--- src/rtl/fetch_queue.sv ---
// rtl/fetch_queue.sv - instruction fetch stage: PC, single-outstanding imem reads, prefetch FIFO, redirect flush
// Optional FETCH_PERF_EN adds perf_fetched / perf_flushed counters.
module fetch_queue #(
    parameter int              n        = 32,
    parameter int              DEPTH    = 4,
    parameter logic [n-1:0]    PC_RESET = 32'h0000_0000
) (
    input  logic         clk,
    input  logic         reset,
    output logic         imem_req,
    output logic [n-1:0] imem_addr,
    input  logic         imem_ack,
    input  logic [n-1:0] imem_rdata,
    output logic         instr_valid,
    input  logic         instr_ready,
    output logic [n-1:0] instr,
    output logic [n-1:0] instr_pc,
    input  logic         redirect,
    input  logic [n-1:0] redirect_pc
`ifdef FETCH_PERF_EN
    ,
    output logic [31:0]  perf_fetched,
    output logic [31:0]  perf_flushed
`endif
);

    localparam int             AW       = (DEPTH > 1) ? $clog2(DEPTH) : 1;
    localparam int             CW       = $clog2(DEPTH + 1);
    localparam logic [CW-1:0]  FULL     = CW'(DEPTH);
    localparam logic [n-1:0]   PC_STEP  = n'(4);
    localparam logic [n-1:0]   ALIGN    = ~n'(3);

    typedef enum logic [1:0] {
        S_IDLE,
        S_WAIT,
        S_DISCARD
    } state_t;

    state_t         state_q, state_d;
    logic [n-1:0]   pc_q, pc_d;
    logic           req_q, req_d;
    logic [n-1:0]   addr_q, addr_d;
    logic [AW-1:0]  wr_ptr_q, wr_ptr_d;
    logic [AW-1:0]  rd_ptr_q, rd_ptr_d;
    logic [CW-1:0]  count_q, count_d;

    logic [n-1:0]   mem_instr_q [DEPTH];
    logic [n-1:0]   mem_pc_q    [DEPTH];

    logic           push;
    logic           pop;
    logic [n-1:0]   redir_pc;
    logic [n-1:0]   pc_next;
    logic [CW-1:0]  count_if_push;

    assign redir_pc      = redirect_pc & ALIGN;
    assign pc_next       = pc_q + PC_STEP;
    assign pop           = instr_valid && instr_ready;
    assign count_if_push = count_q + CW'(1) - CW'(pop);

    // pc always names the address of the request in flight (or the next one to issue)
    always_comb begin
        state_d = state_q;
        pc_d    = pc_q;
        req_d   = req_q;
        addr_d  = addr_q;
        push    = 1'b0;
        case (state_q)
            S_IDLE: begin
                if (redirect) begin
                    pc_d    = redir_pc;
                    req_d   = 1'b1;
                    addr_d  = redir_pc;
                    state_d = S_WAIT;
                end else if (count_q < FULL) begin
                    req_d   = 1'b1;
                    addr_d  = pc_q;
                    state_d = S_WAIT;
                end
            end
            S_WAIT: begin
                if (redirect) begin
                    pc_d = redir_pc;
                    if (imem_ack) begin
                        req_d   = 1'b0;
                        state_d = S_IDLE;
                    end else begin
                        state_d = S_DISCARD;
                    end
                end else if (imem_ack) begin
                    push = 1'b1;
                    pc_d = pc_next;
                    if (count_if_push < FULL) begin
                        req_d  = 1'b1;
                        addr_d = pc_next;
                    end else begin
                        req_d   = 1'b0;
                        state_d = S_IDLE;
                    end
                end
            end
            S_DISCARD: begin
                // the stale request must still complete before a new one can go out
                if (redirect) begin
                    pc_d = redir_pc;
                end
                if (imem_ack) begin
                    req_d   = 1'b0;
                    state_d = S_IDLE;
                end
            end
            default: begin
                req_d   = 1'b0;
                state_d = S_IDLE;
            end
        endcase
    end

    always_comb begin
        wr_ptr_d = wr_ptr_q;
        rd_ptr_d = rd_ptr_q;
        count_d  = count_q;
        if (redirect) begin
            wr_ptr_d = '0;
            rd_ptr_d = '0;
            count_d  = '0;
        end else begin
            if (push) begin
                wr_ptr_d = wr_ptr_q + AW'(1);
            end
            if (pop) begin
                rd_ptr_d = rd_ptr_q + AW'(1);
            end
            count_d = count_q + CW'(push) - CW'(pop);
        end
    end

    always_ff @(posedge clk or negedge reset) begin
        if (!reset) begin
            state_q  <= S_IDLE;
            pc_q     <= PC_RESET;
            req_q    <= 1'b0;
            addr_q   <= PC_RESET;
            wr_ptr_q <= '0;
            rd_ptr_q <= '0;
            count_q  <= '0;
        end else begin
            state_q  <= state_d;
            pc_q     <= pc_d;
            req_q    <= req_d;
            addr_q   <= addr_d;
            wr_ptr_q <= wr_ptr_d;
            rd_ptr_q <= rd_ptr_d;
            count_q  <= count_d;
        end
    end

    always_ff @(posedge clk) begin
        if (push) begin
            mem_instr_q[wr_ptr_q] <= imem_rdata;
            mem_pc_q[wr_ptr_q]    <= pc_q;
        end
    end

    // head is masked to zero when empty so outputs are defined straight out of reset
    assign imem_req    = req_q;
    assign imem_addr   = addr_q;
    assign instr_valid = (count_q != '0);
    assign instr       = instr_valid ? mem_instr_q[rd_ptr_q] : '0;
    assign instr_pc    = instr_valid ? mem_pc_q[rd_ptr_q] : '0;

`ifdef FETCH_PERF_EN
    logic [31:0] perf_fetched_q;
    logic [31:0] perf_flushed_q;
    logic [31:0] flush_amount;

    // buffered entries plus the request still owned by WAIT at the time of the redirect
    assign flush_amount = 32'(count_q) + ((state_q == S_WAIT) ? 32'd1 : 32'd0);

    always_ff @(posedge clk or negedge reset) begin
        if (!reset) begin
            perf_fetched_q <= '0;
            perf_flushed_q <= '0;
        end else begin
            if (push) begin
                perf_fetched_q <= perf_fetched_q + 32'd1;
            end
            if (redirect) begin
                perf_flushed_q <= perf_flushed_q + flush_amount;
            end
        end
    end

    assign perf_fetched = perf_fetched_q;
    assign perf_flushed = perf_flushed_q;
`endif

endmodule

--- config.mk ---
export PLATFORM = sky130hd
export DESIGN_NAME = fetch_queue
export DESIGN_NICKNAME = d
export VERILOG_FILES = /design/src/rtl/fetch_queue.sv
export SDC_FILE = /design/constraint.sdc
export NUM_CORES = 1
export LEC_CHECK = 0
export ABC_AREA = 1
export CAP_MARGIN = 20
export CORE_ASPECT_RATIO = 1.5
export CORE_MARGIN = 4
export CORE_UTILIZATION = 30
export DETAILED_ROUTE_END_ITERATION = 10
export MAX_ROUTING_LAYER = met4
export SYNTH_ARGS = -nofsm -noshare
export SYNTH_HDL_FRONTEND = slang
export SYNTH_SLANG_ARGS = --single-unit
--- constraint.sdc ---
create_clock -name clk -period 7.4 [get_ports clk]
set_clock_uncertainty 0.05 [all_clocks]
set_input_delay 1.48 -clock clk [delete_from_list [all_inputs] [get_ports clk]]
set_output_delay 1.48 -clock clk [all_outputs]
set_load 0.01 [all_outputs]
Yosys cells after proc, flatten, opt, wreduce, memory -nomap -nowiden. Memories as Yosys holds them, arrays and structs flattened. Cells that the tools add are included.

Bits in registers: 74. RAM bits: 256. Input bits: 69. Word-level logic and storage cells: 77. Memories: 2.

Memories: mem_instr_q (words 4, bits a word 32, read ports 1, clocked after memory_dff 0, wr ports 1, RTL line 47) `logic [n-1:0] mem_instr_q [DEPTH];`; mem_pc_q (words 4, bits a word 32, read ports 1, clocked after memory_dff 0, wr ports 1, RTL line 48) `logic [n-1:0] mem_pc_q [DEPTH];`.

$add $sub $neg: 7. Magnitude comparators: 2. Equality and inequality tests: 10. Muxes and demuxes: 37. Reductions and logical operators: 12.

Operator list (number): 32-bit two-way mux (10); 32-bit case mux with 2 select lines (2); 32-bit by 3-bit adder with 32-bit output (second input constant) (1); 2-bit two-way mux (11); 1-bit two-way mux (11); 3-bit != test (second input constant) (3); 2-bit != test (second input constant) (4); 2-bit nonzero test (4); 3-bit less-than comparator (second input constant) (2); 2-bit case mux with 3 select lines (1); 3-bit by 1-bit subtractor with 3-bit output (2); 5-bit AND reduction (1); 2-bit by 1-bit adder with 2-bit output (second input constant) (2); 4-bit AND reduction (1); 3-bit by 1-bit adder with 3-bit output (1); 3-bit by 1-bit adder with 3-bit output (second input constant) (1); 3-bit two-way mux (1); 1-bit case mux with 3 select lines (1); 3-bit AND reduction (1); 3-bit nonzero test (1); 2-bit by 1-bit equality test with 1-bit output (second input constant) (1); 2-bit equality test (second input constant) (1); 2-bit zero test (1); 2-bit by 1-bit != test with 1-bit output (second input constant) (1); 3 further kinds (3).

Longest topological paths before layout. Gate-level depths: netlist (run 1).

Depth in word-level cells: 8. Gate-level depth with buffers: 12. Depth with buffers taken out: 12.

Worst setup path before layout (run 1). No wires, ideal clock.

Path kind: input to register. From: in redirect. To: mem mem_instr_q[0][0], enable pin. Setup time: 0.482 ns. Arrival: 4.814 ns. Required time: 6.868 ns. Setup slack: 2.054 ns. Stages on the path: 5. Path buffers: 2. Path through: buf_2 -> buf_2 -> nor3_1 -> inv_1 -> nor2_1.

Word-level cells in the longest chain between the ends: 4.

Ends and longest elaborated chain: start: declaration (RTL line 18) `input logic redirect,`; 1-bit two-way mux (RTL line 82) `if (redirect) begin`; 1-bit two-way mux (RTL line 68) `case (state_q)`; 1-bit two-way mux (RTL line 159) `if (push) begin`; 1-bit two-way mux (implied by the code) (RTL line 160) `mem_instr_q[wr_ptr_q] <= imem_rdata;`; end: declaration (RTL line 47).

No other way between the ends.

Worst setup path in the final report (run 1).
From: reg rd_ptr_q[0]. To: out instr_pc[12].

Word-level cells in the longest chain between the ends: 2.

Ends and longest elaborated chain: start: declaration (RTL line 44) `logic [AW-1:0] rd_ptr_q, rd_ptr_d;`; start signal: assignment (RTL line 153) `rd_ptr_q <= rd_ptr_d;`; memory read 4 x 32 bit; 32-bit two-way mux (RTL line 170) `assign instr_pc = instr_valid ? mem_pc_q[rd_ptr_q] : '0;`; end: declaration (RTL line 17) `output logic [n-1:0] instr_pc,`.

No other way between the ends.

==> results by group, run 1 <==
Run status
  – Status: complete, no violations

Power
  – Net Switching: between 2 and 3 mW
  – Power Density: 388 mW/mm2
  – Leak pwr: around 6.5 nW
  – Design Power: 6.81 mW
  – Comb pwr share: 36.7%
  – P_int: 4.28 mW
  – Worst vdd ir: 0.000189 V
  – Switch share: 37.2%
  – Clock share of power: 24.5%
  – Sequential share of power: about two fifths

STA
  – Ratio of final minimum period to clock period: 73.0%
  – Setup tns final: 0 ps
  – Final Hold Vio Count: 0
  – Fin Hold WS: 431 ps
  – Max Slew Vio Count: 0
  – RSZ-0062 raised after global routing: false
  – Endpoints failing setup: 0
  – Fmax: 185 MHz
  – Tmin final: 5400 ps
  – Least-Margin Pin Slew: 1060 ps
  – Worst slew margin: between 20% and 30%
  – PnR worst setup slack: roughly 2000 ps

Global route
  – Global-route wire length before repair: around 59000 um
  – Vias in the first global route: 10.4k
  – Initial antenna violation count: 1
  – Largest net degree at the start of global routing: 77
  – Global route overflow: 0
  – Total Routing Usage GR: 15.4%

Hold path
  – Worst hold path type: flop to flop
  – Hold path depth: 2
  – Hold Path Origin: imem_addr[23]
  – Hold Crit Endpoint: imem_addr[23]

Worst setup path
  – Worst reg-to-reg path cell count: 8
  – Top delay family on crit path: buffers and inverters
  – Max stage delay on crit path: 730 ps
  – Worst R2R End: mem_instr_q[0][28]
  – WS Path Type: flop to output pin
  – Crit-path cells: clkinv_2 > buf_4 > o21ai_0 > a21oi_1 > clkdlybuf4s50_1
  – Critical Path RT: 5870 ps
  – Crit path max fanout: 76
  – CP bufs+invs: 3
  – Crit path depth: 5
  – CP endpoint kind: output pin
  – Slowest cell on the critical path: buf_4
  – CP Launch Type: flop
  – Reg2Reg Launch Point: state_q[0]
  – Flop-to-flop setup slack: 3670 ps
  – Worst Setup SP: rd_ptr_q[0]
  – Crit path DAT: 3870 ps

Synth
  – Top cell type's share of synthesized area: 52.3%
  – Number of synthesized flops with an enable pin: 248
  – Most common cell in the netlist: nor2_1
  – Primary FF master, synth: edfxtp_1
  – #FFs+latches synth: 319
  – Ys async rst share: between 20% and 30%
  – Largest area contributor in the netlist: edfxtp_1
  – Cell Area, Synth: approximately 0.014 mm2
  – Post-synthesis average cell area: about 9.7 um2
  – Syn. warnings: 0
  – Synth unique cells: 30
  – Top post-synthesis cells by area: edfxtp_1 52%, dfrtp_1 12%, nor2_1 10%, nand2_1 7.1%, o21ai_0 5.7%
  – Register area share after synthesis: 64.8%
  – Synth top cells by count: 378 x nor2_1, 268 x nand2_1, 248 x edfxtp_1
  – Mapped Cells: 1471

Final layout
  – Fillers: about 4.5k
  – Fin nets: 1683
  – Final core utilization: 37.4%
  – Layout Cell Area excl Fill: 0.0175 mm2
  – Area Overhead vs Synth: 23.2%
  – Layout cell share with drive strength beyond 1: 5.03%
  – Non-Filler Instances: 2224

CTS
  – CTS tree: built
  – Num CTS Buffers: 34
  – Post-CTS Setup Bufs: 0
  – H-tree Lvls: 2
  – Post-CTS sizing: 0
  – Clk_lat worst skew: 520 ps
  – CTS Buffer Depth: 3
  – Clk pin slew, worst setup/hold paths: 60 ps
  – Clk sinks: 319
  – Clock Tree Root: clkbuf_16
  – Hold Buf Count CTS: 0

Placed design
  – Inst Count DP: 2162
  – Post-detail-place hpwl: around 24000 um
  – GPL Wtd Cong: 0.949
  – I/O Buffers: 162
  – Setup slack at placement: 2520 ps
  – Placed cell area: 0.0164 mm2

Routing
  – Vias per cell: 4.81
  – Antenna-violating nets left: 0
  – Vias: 10.7k
  – Detailed-route DRC error count: 0
  – First-pass DRT Iterations: 6
  – Final wirelength: slightly below 40000 um
  – Drt wl/cell: 17.7 um
  – Starting DRT DRC Count: 680

Floorplan
  – CORE AREA: 0.0468 mm2
  – Die Width: about 190 um
  – Starting Density: 30.4%
  – Die height: 275 um
  – I/O Pins: between 150 and 200
  – # rows: 97
  – Die Area: 0.0511 mm2

Flow run
  – Maxcap violations: 0
==> registers in the layout, indices dropped and copies added (netlist names) <==
| register | flops |
|---|---|
| count_q | 3 |
| imem_addr | 31 |
| imem_req | 1 |
| mem_instr_q | 128 |
| mem_pc_q | 120 |
| pc_q | 30 |
| rd_ptr_q | 2 |
| state_q | 2 |
| wr_ptr_q | 2 |
==> power by group through the flow <==
| stage | registers, mW | clock network, mW | logic (mW) |
|---|---|---|---|
| 3_3_place_gp | 2.66 | 0 | 2.48 |
| 3_5_place_dp | 2.67 | 0 | 2.52 |
| 6_report | 2.65 | 1.67 | 2.50 |
| 2_1_floorplan | 2.58 | 0 | 1.41 |
| 4_1_cts | 2.64 | 1.72 | 2.53 |
| 5_1_grt | 2.69 | 1.79 | 2.79 |
==> layer usage <==
layer,share of wire (%),track usage (%)
met5,0,-
met4,3.4,5.89
met3,3.9,1.83
met2,52,27.1
met1,40,18.0
==> worst max path at each step <==
stage / endpoint / slack (ps)
global placement: instr_pc[12] / 2560
global route: instr_pc[4] / 1740
CTS: instr_pc[12] / 1950
finish: instr_pc[12] / 2000
detailed placement: instr_pc[12] / 2520
floorplan: mem_instr_q[0][0] / 2050
==> area by class of cell <==
cell class                 count  area [um2]  area share (%)
antenna                        1        2.50          0.0143
multi-input combinational   1007        4450            25.4
clock buffer                  41         972            5.55
tap                          594         743            4.24
timing repair buffer         177        1760            10.0
sequential                   319        9230            52.6
inverter                      67         253            1.44
clock inverter                18         126           0.721
==> cell usage in the layout, fill, tap and decap left out, drive strengths merged, types with 4 or more instances in the layout <==
master,count
nor2,379
nand2,268
edfxtp,248
o21ai,161
clkdlybuf4s50,160
a21oi,76
dfrtp,71
nand3,69
inv,67
clkbuf,41
buf,17
a211oi,13
clkinv,13
o211ai,10
xor2,7
ha,7
nand4,4
clkinvlp,4
==> logic make-up after synthesis <==
kind of cell	synth area share, %
AO/OA/AOI/OAI	9.93
XOR/XNOR	0.431
adder cells (fa/ha/maj)	0.756
buffers and inverters	4.25
flip-flops	64.8
other	0.0263
AND/OR/NAND/NOR	19.8
==> worst reg2reg max path, stage by stage, from the launching register on <==
cell     delay (ps)
dfrtp_1         440
inv_2            90
nor2_4          170
buf_12          250
inv_1           380
nor3_1          460
inv_1           300
nor2_4          460
buf_4           730
No activity file was read; power rests on OpenSTA's default activity.
==> inputs of run 2 (changes only) <==
Clock period 7.4 ns to 5.3 ns, I/O delays scaled along.
==> run 2 against run 1 <==
Setup slack lost 1000 ps. Critical path depth is the same. Cell area decreased by 0.11%. Count of clock-buffer cells in the layout down 5. Register-to-register slack got worse by 1800 ps. Sequential power is 39% higher. Hold slack improved by 5.6 ps. Global-route usage fell by 0.18 points. Sequential share of layout area is 0.060 points higher. Highest routed layer unchanged.
==> results by group, run 2 (same netlist as run 1, synthesis figures left out) <==
Worst setup path
  – Crit path depth: 5
  – Max stage delay on crit path: 730 ps
  – Crit path DAT: 3240 ps
  – Top delay family on crit path: buffers and inverters
  – Flop-to-flop setup slack: 1880 ps
  – WS Path Type: flop to output pin
  – Crit path max fanout: 74
  – Slowest cell on the critical path: dfrtp_4
  – Critical Path RT: 4190 ps
  – CP endpoint kind: output pin
  – Worst reg-to-reg path cell count: 14
  – CP bufs+invs: 3
  – Crit-path cells: clkinv_2 > buf_4 > o21ai_0 > a21oi_1 > clkdlybuf4s50_1
  – CP Launch Type: flop

Routing
  – Drt wl/cell: 17.3 um
  – First-pass DRT Iterations: 6
  – Antenna-violating nets left: 0
  – Vias per cell: 4.86
  – Final wirelength: just under 40000 um
  – Detailed-route DRC error count: 0
  – Vias: 10.8k
  – Starting DRT DRC Count: 657

STA
  – Fmax: 230 MHz
  – Worst slew margin: 39.2%
  – PnR worst setup slack: roughly 950 ps
  – Endpoints failing setup: 0
  – Max Slew Vio Count: 0
  – RSZ-0062 raised after global routing: false
  – Ratio of final minimum period to clock period: 82.0%
  – Final Hold Vio Count: 0
  – Tmin final: 4350 ps
  – Least-Margin Pin Slew: 911 ps
  – Setup tns final: 0 ps

Run status
  – Status: complete, no violations

CTS
  – CTS tree: built
  – Post-CTS sizing: 0
  – Clk sinks: 319
  – Hold Buf Count CTS: 0
  – Post-CTS Setup Bufs: 0
  – Clk pin slew, worst setup/hold paths: 60 ps
  – Num CTS Buffers: 30
  – Clock Tree Root: clkbuf_16
  – H-tree Lvls: 1
  – CTS Buffer Depth: 3
  – Clk_lat worst skew: 570 ps

Power
  – Power Density: around 540 mW/mm2
  – P_int: approximately 6 mW
  – Leak pwr: ~6.5 nW
  – Worst vdd ir: between 0.0003 and 0.0004 V
  – Comb pwr share: 37.1%
  – Net Switching: between 3 and 4 mW
  – Switch share: 37.2%
  – Clock share of power: 23.6%
  – Sequential share of power: 39.3%

Global route
  – Global-route wire length before repair: 59700 um
  – Initial antenna violation count: 1
  – Total Routing Usage GR: approximately 15%
  – Global route overflow: 0
  – Vias in the first global route: 10.8k
  – Largest net degree at the start of global routing: 75

Floorplan
  – I/O Pins: roughly 170
  – Starting Density: 30.4%
  – # rows: just under 100
  – CORE AREA: 0.0468 mm2
  – Die Width: about 190 um
  – Die Area: between 0.05 and 0.06 mm2
  – Die height: 275 um

Placed design
  – Placed cell area: 0.0165 mm2
  – GPL Wtd Cong: roughly 0.92
  – Setup slack at placement: between 1000 and 1500 ps
  – Post-detail-place hpwl: around 24000 um
  – I/O Buffers: 162

Final layout
  – Layout Cell Area excl Fill: roughly 0.018 mm2
  – Layout cell share with drive strength beyond 1: 5.03%
  – Fin nets: approximately 1.7k
  – Commonest non-fill, non-tap cell in the layout: nor2_1
  – Area of the multi-input gates: roughly 0.0044 mm2
  – Reg with most FFs: mem_instr_q
  – Commonest non-fill, non-tap cells in the layout: 373 x nor2_1, 268 x nand2_1, 248 x edfxtp_1
  – Fillers: 4603
  – Storage cell area: about 0.0092 mm2
  – Max FFs per register: 128
  – Area Overhead vs Synth: 23.0%

Hold path
  – Worst hold path type: flop to flop
  – Hold path depth: 2

Flow run
  – Maxcap violations: 0
==> run 2: power by group through the flow <==
stage / combinational (mW) / clock (mW) / sequential (mW)
floorplan: 1.97 / 0 / 3.60
detailed placement: 3.54 / 0 / 3.73
CTS: 3.56 / 2.28 / 3.69
finish: 3.49 / 2.21 / 3.69
global placement: 3.50 / 0 / 3.71
global route: 3.92 / 2.37 / 3.75
==> run 2: layout make-up <==
cell class | instances | area share, %
inverter | 67 | 1.44
tap | 594 | 4.24
sequential | 319 | 52.7
antenna | 1 | 0.0143
multi-input combinational | 1007 | 25.4
clock buffer | 36 | 4.54
timing repair buffer | 182 | 10.4
clock inverter | 20 | 1.25
==> run 2: metrics by stage <==
stage / power (mW) / hold slack [ps] / utilization, % / instances
floorplan: 5.57 / 461 / - / 1472
finish: 9.39 / 436 / 37.4 / 2226
global route: 10.0 / 460 / 37.4 / 2226
CTS: 9.52 / 440 / 37.4 / 2225
detailed placement: 7.27 / 414 / 35.2 / 2169
global placement: 7.21 / 418 / 35.2 / 2169
==> run 2: worst paths after layout <==
check | start | to
max in group asynchronous | reset | rd_ptr_q[0]
min reg2reg | imem_addr[12] | imem_addr[12]
min in group asynchronous | reset | imem_addr[22]
max | rd_ptr_q[0] | instr_pc[20]
min | imem_addr[12] | imem_addr[12]
max reg2reg | state_q[0] | count_q[2]
==> run 2: worst reg2reg max path, delay by kind of cell, from the launching register on <==
| family | cells | cell delay (ps) |
|---|---|---|
| XOR/XNOR | 1 | 160 |
| AND/OR/NAND/NOR | 3 | 530 |
| buffers and inverters | 7 | 1260 |
| adder cells (fa/ha/maj) | 3 | 860 |
| flip-flops | 1 | 430 |
==> run 2: per-layer routing <==
layer | wire [um] | share of wire (%) | global-route usage (%) | vias to the layer above
li1 | - | - | - | 5223
met1 | 15800 | 41 | 17.8 | 5184
met5 | 0 | 0 | - | -
met4 | 1490 | 3.9 | 6.47 | 0
met2 | 19600 | 51 | 26.6 | 316
met3 | 1730 | 4.5 | 1.57 | 85
